<file path="src/rtl/misaligned_mem_seq_pkg.sv">
// Shared constants, state encoding and helpers for the misaligned memory sequencer.
// Covers RV32I load/store funct3 codes and the misaligned-access test.
package misaligned_mem_seq_pkg;

    localparam logic [2:0] F3_B  = 3'd0;
    localparam logic [2:0] F3_H  = 3'd1;
    localparam logic [2:0] F3_W  = 3'd2;
    localparam logic [2:0] F3_BU = 3'd4;
    localparam logic [2:0] F3_HU = 3'd5;

    typedef enum logic [0:0] {
        ST_IDLE  = 1'b0,
        ST_SPLIT = 1'b1
    } seq_state_e;

    // Halfwords need an even address and words need a 4-byte-aligned address.
    function automatic logic is_misaligned(input logic [2:0] f3, input logic [1:0] addr_lo);
        logic mis;
        mis = 1'b0;
        case (f3)
            F3_H, F3_HU: mis = addr_lo[0];
            F3_W:        mis = (addr_lo != 2'b00);
            default:     mis = 1'b0;
        endcase
        return mis;
    endfunction

    // Index of the final byte in a split access (N-1).
    function automatic logic [1:0] last_idx(input logic [2:0] f3);
        logic [1:0] li;
        case (f3)
            F3_W:    li = 2'd3;
            default: li = 2'd1;
        endcase
        return li;
    endfunction

endpackage

</file>
<file path="src/rtl/misaligned_mem_seq_if.sv">
// Data-memory bus between the sequencer (master) and the byte-addressable memory (slave).
interface misaligned_mem_seq_if #(
    parameter int ADDR_W = 32
) ();
    logic              MemRead;
    logic              MemWrite;
    logic [2:0]        func3;
    logic [ADDR_W-1:0] addr;
    logic [31:0]       data_in;
    logic [31:0]       mem_rdata;

    modport master (
        output MemRead, MemWrite, func3, addr, data_in,
        input  mem_rdata
    );

    modport slave (
        input  MemRead, MemWrite, func3, addr, data_in,
        output mem_rdata
    );
endinterface

</file>
<file path="src/rtl/misaligned_mem_seq_load_ext.sv">
// Combinational sign/zero extension of a little-endian load word by funct3.
// Illegal funct3 codes leave the word untouched.
module mem_load_ext
    import misaligned_mem_seq_pkg::*;
(
    input  logic [31:0] word,
    input  logic [2:0]  func3,
    output logic [31:0] result
);

    // Select the extension rule for the load width.
    always_comb begin
        result = word;
        case (func3)
            F3_B:    result = {{24{word[7]}}, word[7:0]};
            F3_BU:   result = {24'd0, word[7:0]};
            F3_H:    result = {{16{word[15]}}, word[15:0]};
            F3_HU:   result = {16'd0, word[15:0]};
            default: result = word;
        endcase
    end

endmodule

</file>
<file path="src/rtl/misaligned_mem_seq.sv">
// MEM-stage front end: aligned accesses pass straight to data memory, misaligned
// halfword/word accesses are split into byte accesses while the pipeline stalls.
module misaligned_mem_seq
    import misaligned_mem_seq_pkg::*;
#(
    parameter bit ALLOW_MISALIGNED = 1'b1,
    parameter int ADDR_W           = 32
) (
    input  logic                        clk,
    input  logic                        rst,
    input  logic                        req_read,
    input  logic                        req_write,
    input  logic [2:0]                  req_func3,
    input  logic [ADDR_W-1:0]           req_addr,
    input  logic [31:0]                 req_wdata,
    output logic [31:0]                 rdata,
    output logic                        stall,
    output logic                        misaligned_fault,
    misaligned_mem_seq_if.master        mem
);

    seq_state_e        state_r;
    seq_state_e        state_nxt_s;
    logic [1:0]        idx_r;
    logic [1:0]        idx_nxt_s;
    logic [31:0]       assy_r;
    logic [31:0]       assy_nxt_s;

    logic              rd_s;
    logic              active_s;
    logic              mis_s;
    logic [7:0]        wbyte_s;
    logic [31:0]       assy_cur_s;
    logic [ADDR_W-1:0] byte_addr_s;

    logic              mem_read_s;
    logic              mem_write_s;
    logic [2:0]        mem_func3_s;
    logic [ADDR_W-1:0] mem_addr_s;
    logic [31:0]       mem_wdata_s;
    logic              stall_s;
    logic              fault_s;
    logic              rdata_en_s;
    logic [31:0]       ext_word_s;
    logic [2:0]        ext_func3_s;
    logic [31:0]       ext_out_s;

    // Request decode: a store always wins over a simultaneous load.
    always_comb begin
        rd_s        = req_read & ~req_write;
        active_s    = req_read | req_write;
        mis_s       = is_misaligned(req_func3, req_addr[1:0]);
        wbyte_s     = req_wdata[{idx_r, 3'b000} +: 8];
        byte_addr_s = req_addr + ADDR_W'(idx_r);
        assy_cur_s  = assy_r;
        assy_cur_s[{idx_r, 3'b000} +: 8] = mem.mem_rdata[7:0];
    end

    // Next-state and memory-bus control; reset blanks every access in its cycle.
    always_comb begin
        state_nxt_s = state_r;
        idx_nxt_s   = idx_r;
        assy_nxt_s  = assy_r;
        mem_read_s  = 1'b0;
        mem_write_s = 1'b0;
        mem_func3_s = F3_B;
        mem_addr_s  = req_addr;
        mem_wdata_s = 32'd0;
        stall_s     = 1'b0;
        fault_s     = 1'b0;
        rdata_en_s  = 1'b0;
        ext_word_s  = 32'd0;
        ext_func3_s = F3_W;
        if (rst) begin
            state_nxt_s = ST_IDLE;
            idx_nxt_s   = 2'd0;
            assy_nxt_s  = 32'd0;
        end else begin
            case (state_r)
                ST_IDLE: begin
                    if (active_s && mis_s) begin
                        if (ALLOW_MISALIGNED) begin
                            mem_read_s  = rd_s;
                            mem_write_s = req_write;
                            mem_func3_s = F3_B;
                            mem_addr_s  = req_addr;
                            mem_wdata_s = {24'd0, req_wdata[7:0]};
                            stall_s     = 1'b1;
                            state_nxt_s = ST_SPLIT;
                            idx_nxt_s   = 2'd1;
                            if (rd_s) begin
                                assy_nxt_s = {24'd0, mem.mem_rdata[7:0]};
                            end else begin
                                assy_nxt_s = 32'd0;
                            end
                        end else begin
                            fault_s = 1'b1;
                        end
                    end else begin
                        mem_read_s  = rd_s;
                        mem_write_s = req_write;
                        mem_func3_s = req_func3;
                        mem_addr_s  = req_addr;
                        mem_wdata_s = req_wdata;
                        rdata_en_s  = rd_s;
                        ext_word_s  = mem.mem_rdata;
                        ext_func3_s = req_func3;
                    end
                end
                ST_SPLIT: begin
                    if (!active_s) begin
                        // Request vanished mid-split: abandon without issuing anything.
                        state_nxt_s = ST_IDLE;
                        idx_nxt_s   = 2'd0;
                        assy_nxt_s  = 32'd0;
                    end else begin
                        mem_read_s  = rd_s;
                        mem_write_s = req_write;
                        mem_func3_s = F3_B;
                        mem_addr_s  = byte_addr_s;
                        mem_wdata_s = {24'd0, wbyte_s};
                        if (idx_r == last_idx(req_func3)) begin
                            rdata_en_s  = rd_s;
                            ext_word_s  = assy_cur_s;
                            ext_func3_s = req_func3;
                            state_nxt_s = ST_IDLE;
                            idx_nxt_s   = 2'd0;
                            assy_nxt_s  = 32'd0;
                        end else begin
                            stall_s   = 1'b1;
                            idx_nxt_s = idx_r + 2'd1;
                            if (rd_s) begin
                                assy_nxt_s = assy_cur_s;
                            end else begin
                                assy_nxt_s = assy_r;
                            end
                        end
                    end
                end
                default: begin
                    state_nxt_s = ST_IDLE;
                    idx_nxt_s   = 2'd0;
                    assy_nxt_s  = 32'd0;
                end
            endcase
        end
    end

    mem_load_ext u_load_ext (
        .word   (ext_word_s),
        .func3  (ext_func3_s),
        .result (ext_out_s)
    );

    // Load result is only driven in the cycle a load actually completes.
    always_comb begin
        if (rdata_en_s) begin
            rdata = ext_out_s;
        end else begin
            rdata = 32'd0;
        end
    end

    // Sequencer state registers.
    always_ff @(posedge clk) begin
        if (rst) begin
            state_r <= ST_IDLE;
            idx_r   <= 2'd0;
            assy_r  <= 32'd0;
        end else begin
            state_r <= state_nxt_s;
            idx_r   <= idx_nxt_s;
            assy_r  <= assy_nxt_s;
        end
    end

    assign stall            = stall_s;
    assign misaligned_fault = fault_s;
    assign mem.MemRead      = mem_read_s;
    assign mem.MemWrite     = mem_write_s;
    assign mem.func3        = mem_func3_s;
    assign mem.addr         = mem_addr_s;
    assign mem.data_in      = mem_wdata_s;

endmodule

</file>
<file path="src/flat_wrapper.sv">
// flat-port wrapper written by rule: the top's interface ports become plain ports
module misaligned_mem_seq_flat import misaligned_mem_seq_pkg::*;
#(
    parameter bit ALLOW_MISALIGNED = 1'b1,
    parameter int ADDR_W           = 32
)
  (clk, rst, req_read, req_write, req_func3, req_addr, req_wdata, rdata, stall, misaligned_fault, mem_MemRead, mem_MemWrite, mem_func3, mem_addr, mem_data_in, mem_mem_rdata);
  misaligned_mem_seq_if #(.ADDR_W(ADDR_W)) mem_i ();
  input  logic clk;
  input  logic rst;
  input  logic req_read;
  input  logic req_write;
  input  logic [2:0] req_func3;
  input  logic [ADDR_W-1:0] req_addr;
  input  logic [31:0] req_wdata;
  output logic [31:0] rdata;
  output logic stall;
  output logic misaligned_fault;
  output wire logic [$bits(mem_i.MemRead)-1:0] mem_MemRead;
  output wire logic [$bits(mem_i.MemWrite)-1:0] mem_MemWrite;
  output wire logic [$bits(mem_i.func3)-1:0] mem_func3;
  output wire logic [$bits(mem_i.addr)-1:0] mem_addr;
  output wire logic [$bits(mem_i.data_in)-1:0] mem_data_in;
  input wire logic [$bits(mem_i.mem_rdata)-1:0] mem_mem_rdata;
  assign mem_MemRead = mem_i.MemRead;
  assign mem_MemWrite = mem_i.MemWrite;
  assign mem_func3 = mem_i.func3;
  assign mem_addr = mem_i.addr;
  assign mem_data_in = mem_i.data_in;
  assign mem_i.mem_rdata = mem_mem_rdata;
  misaligned_mem_seq #(.ALLOW_MISALIGNED(ALLOW_MISALIGNED), .ADDR_W(ADDR_W)) u_core (.clk(clk), .rst(rst), .req_read(req_read), .req_write(req_write), .req_func3(req_func3), .req_addr(req_addr), .req_wdata(req_wdata), .rdata(rdata), .stall(stall), .misaligned_fault(misaligned_fault), .mem(mem_i));
endmodule
</file>
<file path="config.mk">
export PLATFORM = sky130hd
export DESIGN_NAME = misaligned_mem_seq_flat
export DESIGN_NICKNAME = d
export VERILOG_FILES = /design/src/rtl/misaligned_mem_seq_pkg.sv /design/src/rtl/misaligned_mem_seq_if.sv /design/src/rtl/misaligned_mem_seq_load_ext.sv /design/src/rtl/misaligned_mem_seq.sv /design/src/flat_wrapper.sv
export SDC_FILE = /design/constraint.sdc
export NUM_CORES = 1
export LEC_CHECK = 0
export ABC_AREA = 1
export CAP_MARGIN = 20
export CELL_PAD_IN_SITES_DETAIL_PLACEMENT = 2
export CELL_PAD_IN_SITES_GLOBAL_PLACEMENT = 2
export CORE_ASPECT_RATIO = 0.6
export CORE_MARGIN = 5
export CORE_UTILIZATION = 20
export CTS_CLUSTER_SIZE = 10
export DETAILED_ROUTE_END_ITERATION = 7
export HOLD_SLACK_MARGIN = 0.02
export PLACE_DENSITY = 0.8
export REMOVE_ABC_BUFFERS = 1
export SETUP_SLACK_MARGIN = 0.4
export SLEW_MARGIN = 20
export SYNTH_ARGS = -nofsm -noshare
export SYNTH_HDL_FRONTEND = slang
export SYNTH_SLANG_ARGS = --single-unit
</file>
<file path="constraint.sdc">
create_clock -name clk -period 3 [get_ports clk]
set_clock_uncertainty 0.2 [all_clocks]
set_input_delay 0.6 -clock clk [delete_from_list [all_inputs] [get_ports clk]]
set_output_delay 0.6 -clock clk [all_outputs]
set_load 0.01 [all_outputs]
</file>
==> results of run 1 <==
==> timing repair <==
item,4_1_cts,5_1_grt
resized for setup,811,277
buffers inserted,80,44
endpoints found under the setup margin,102,100
pin swaps,114,112
gates cloned,4,2
==> registers in the layout, summed over array words and instances (netlist names) <==
| register | count |
|---|---|
| u_core.state_r | 1 |
| u_core.idx_r | 2 |
| u_core.assy_r | 32 |
==> Yosys cell counts (all sizes together) <==
cell type	n
a211oi	1
a21oi	38
a22o	1
a22oi	12
a31oi	9
a32o	8
a32oi	7
a41oi	6
buf	20
clkbuf	25
clkinv	4
conb	1
dfxtp	35
fa	1
ha	7
inv	84
nand2	205
nand3	29
nand4	12
nor2	107
nor3	20
nor4	2
o211a	14
o211ai	1
o21ai	89
o21bai	2
xnor2	12
xor2	13
==> layout make-up <==
cell class                      count  area (µm²)
Sequential cell                    35         712
Fill cell                        2358       10800
Tap cell                          286         358
Clock buffer                        5         125
Clock inverter                      3        20.0
Timing Repair Buffer              490        4630
Inverter                           88         393
Multi-Input combinational cell    597        4730
Antenna cell                        1        2.50
==> kinds of logic after synthesis <==
group / Yosys count
other: 1
xor gates and xnor gates: 25
DFF: 35
buffers and inverters: 133
AOI/OAI and AO/OA: 188
and+or+nand+nor: 375
adders and majority gates: 8
==> routing by layer <==
layer  share of wire (%)  vias to the layer above
met4                 5.1                        0
met3                 7.6                      178
met2                  48                      513
met1                  39                     4239
li1                    -                     3448
met5                   0                        -
==> path summary, 6_finish.rpt <==
check	end	slack, ns	cells after the start
setup / recovery	mem_addr[30]	-0.81	15
hold reg to reg	u_core.assy_r[15]	0.32	2
hold / removal	u_core.assy_r[15]	0.32	2
setup reg to reg	u_core.assy_r[21]	0.21	15
==> per-stage QoR <==
stage / TNS (ns) / cells
2_1_floorplan: -12.24 / 720
3_3_place_gp: -64.40 / 1366
3_5_place_dp: -72.72 / 1366
4_1_cts: -6.44 / 1458
5_1_grt: -27.59 / 1504
6_report: -25.74 / 1505
==> power groups by stage <==
stage	registers, µW	clock network [µW]	logic [µW]
2_1_floorplan	545	0	438
3_5_place_dp	540	0	1170
6_report	552	631	1950
5_1_grt	553	631	2010
3_3_place_gp	537	0	1120
4_1_cts	534	549	1470
==> critical path, delay by kind of cell, from the launching register on <==
| kind | cells | cell delay [ns] |
|---|---|---|
| fa+ha+maj | 2 | 0.55 |
| buf+inv | 5 | 0.49 |
| flops | 1 | 0.40 |
| simple gates | 8 | 1.23 |
==> impl_metrics.tcl, run 1 <==
set metrics [dict create \
    period_share_pct 127 \
    status "complete, but fails checks" \
    die-area_um2 25100 \
    synth_cell_types 44 \
    setup_violations 59 \
    grt_pass1_wl_um 58400 \
    wl_per_cell_um 32.5 \
    slew_violations 0 \
    final_cell_mix "buf_4 (170), nand2_1 (131), buf_6 (127)" \
    dp_hpwl_um 21900 \
    reg2reg_from "u_core.idx_r[0]" \
    area_delta_synth_final_pct 150 \
    rsz0062_at_grt "yes" \
    remaining_drc_errors 0 \
    clkSlewWorstSetupHoldPaths_ns 0.09 \
    core-area_um2 21800 \
    ys_seq_elements 35 \
    grt_usage_pct 30.2 \
    slowest_delay_ns 0.40 \
    dpl_cell_area_um2 7830 \
    finalPower_uw 3130 \
    num_vias 8378 \
    slew_headroom_pct 51.4 \
    yosys_warnings 0 \
    cts_tree "yes" \
    crit_path_start "u_core.idx_r[0]" \
    worstPathRequired_ns 2.20 \
    grt_antenna_before_repair 1 \
    num_rows 42 \
    die_w_um 201 \
    gp_congestion 0.834 \
    use_met2_pct 52.8 \
    worstSetupStartpointType "register" \
    ctsHoldBuffers 0 \
    drive_gt1_share_pct 56.8 \
    worst_path_most_repeated_cell "nor2_4" \
    use_met3_pct 7.10 \
    p_per_area_nw_per_um2 286 \
    crit_type "reg -> out" \
    routed_wl_um 48800 \
    synth_top_family_by_area "simple AND/OR/NAND/NOR gates" \
    die_y_um 125 \
    synth_top_area_share_pct 16.6 \
    synthCells 765 \
    ios 206 \
    worstMarginPinSlew_ns 0.728 \
    top_usage_layer "met2" \
    start_util_pct 20.1 \
    synth_compound_area_share_pct 26.7 \
    max_freq_mhz 262 \
    hp-start "u_core.assy_r[15]" \
    p_leak_uw 0.00519 \
    postRouteAntennaNets 0 \
    final_common_cell "buf_4" \
    io_buffers 204 \
    ir_worst_vdd_mv 0.202 \
    viasPerCell 5.57 \
    htreeDepth 2 \
    preCtsSetupSlack_ns -1.46 \
    worstPathArrival_ns 3.01 \
    fin_nets 1328 \
    crit_path_end_kind "output port" \
    post_synth_and_or_nand_nor_area_fraction_pct 37.4 \
    post-route-min-period_ns 3.81 \
    clock-root-buffer "clkbuf_16" \
    cts-buffers-inserted 5 \
    timing.hold.ws_ns 0.320 \
    drtIter0Drc 613 \
    grt_pass1_vias 8831 \
    fin_util_pct 50.3 \
    power.share.switching_pct 46.2 \
    ys_seq_area_share_pct 16.0 \
    grt_max_degree 53 \
    cp_slowest_cell "dfxtp_4" \
    power.switching_uw 1450 \
    power.internal_uw 1690 \
    finalHoldViolCount 0 \
    syn_area_per_cell_um2 5.73 \
    synth_top_area_cell "nand2_1" \
    crit_fanout 2 \
    clk_path_buf_depth 2 \
    drt_first_pass_iters 5 \
    grt_overflow 0 \
    synthAdderAreaFrac_pct 2.45 \
    clkPwrFrac_pct 20.1 \
    fin_ws_ns -0.810 \
    final_area_um2 11000 \
    insertion_delay_ns 0.33 \
    combPwrFrac_pct 62.2 \
    synth-xor-area-share_pct 4.99 \
    power.share.sequential_pct 17.6 \
    cp_cell_sequence "ha_4, inv_2, fa_2, nor2_4, nand2_4, nor2_4, buf_6, nand4_1, nor2_4, buf_6, nand4_1, nand2_1, nand2_1, inv_1, buf_2" \
    cap_violations 0 \
    netlist_area_um2 4390 \
    numClockSinks 35 \
    synthMuxAreaShare_pct 0 \
    min-delay-path-class "reg -> reg" \
    synthTopCellsByArea "nand2_1 (17%), dfxtp_1 (16%), o21ai_0 (9.7%)" \
    use_met1_pct 36.9 \
    violations "negative setup slack" \
]
(Power assumes the default switching activity.)
==> run 2: changes to the inputs <==
HOLD_SLACK_MARGIN = 0.03   (was 0.02)
==> results of run 2 <==
No change in the layout: final DEF, timing and power equal those of run 1.
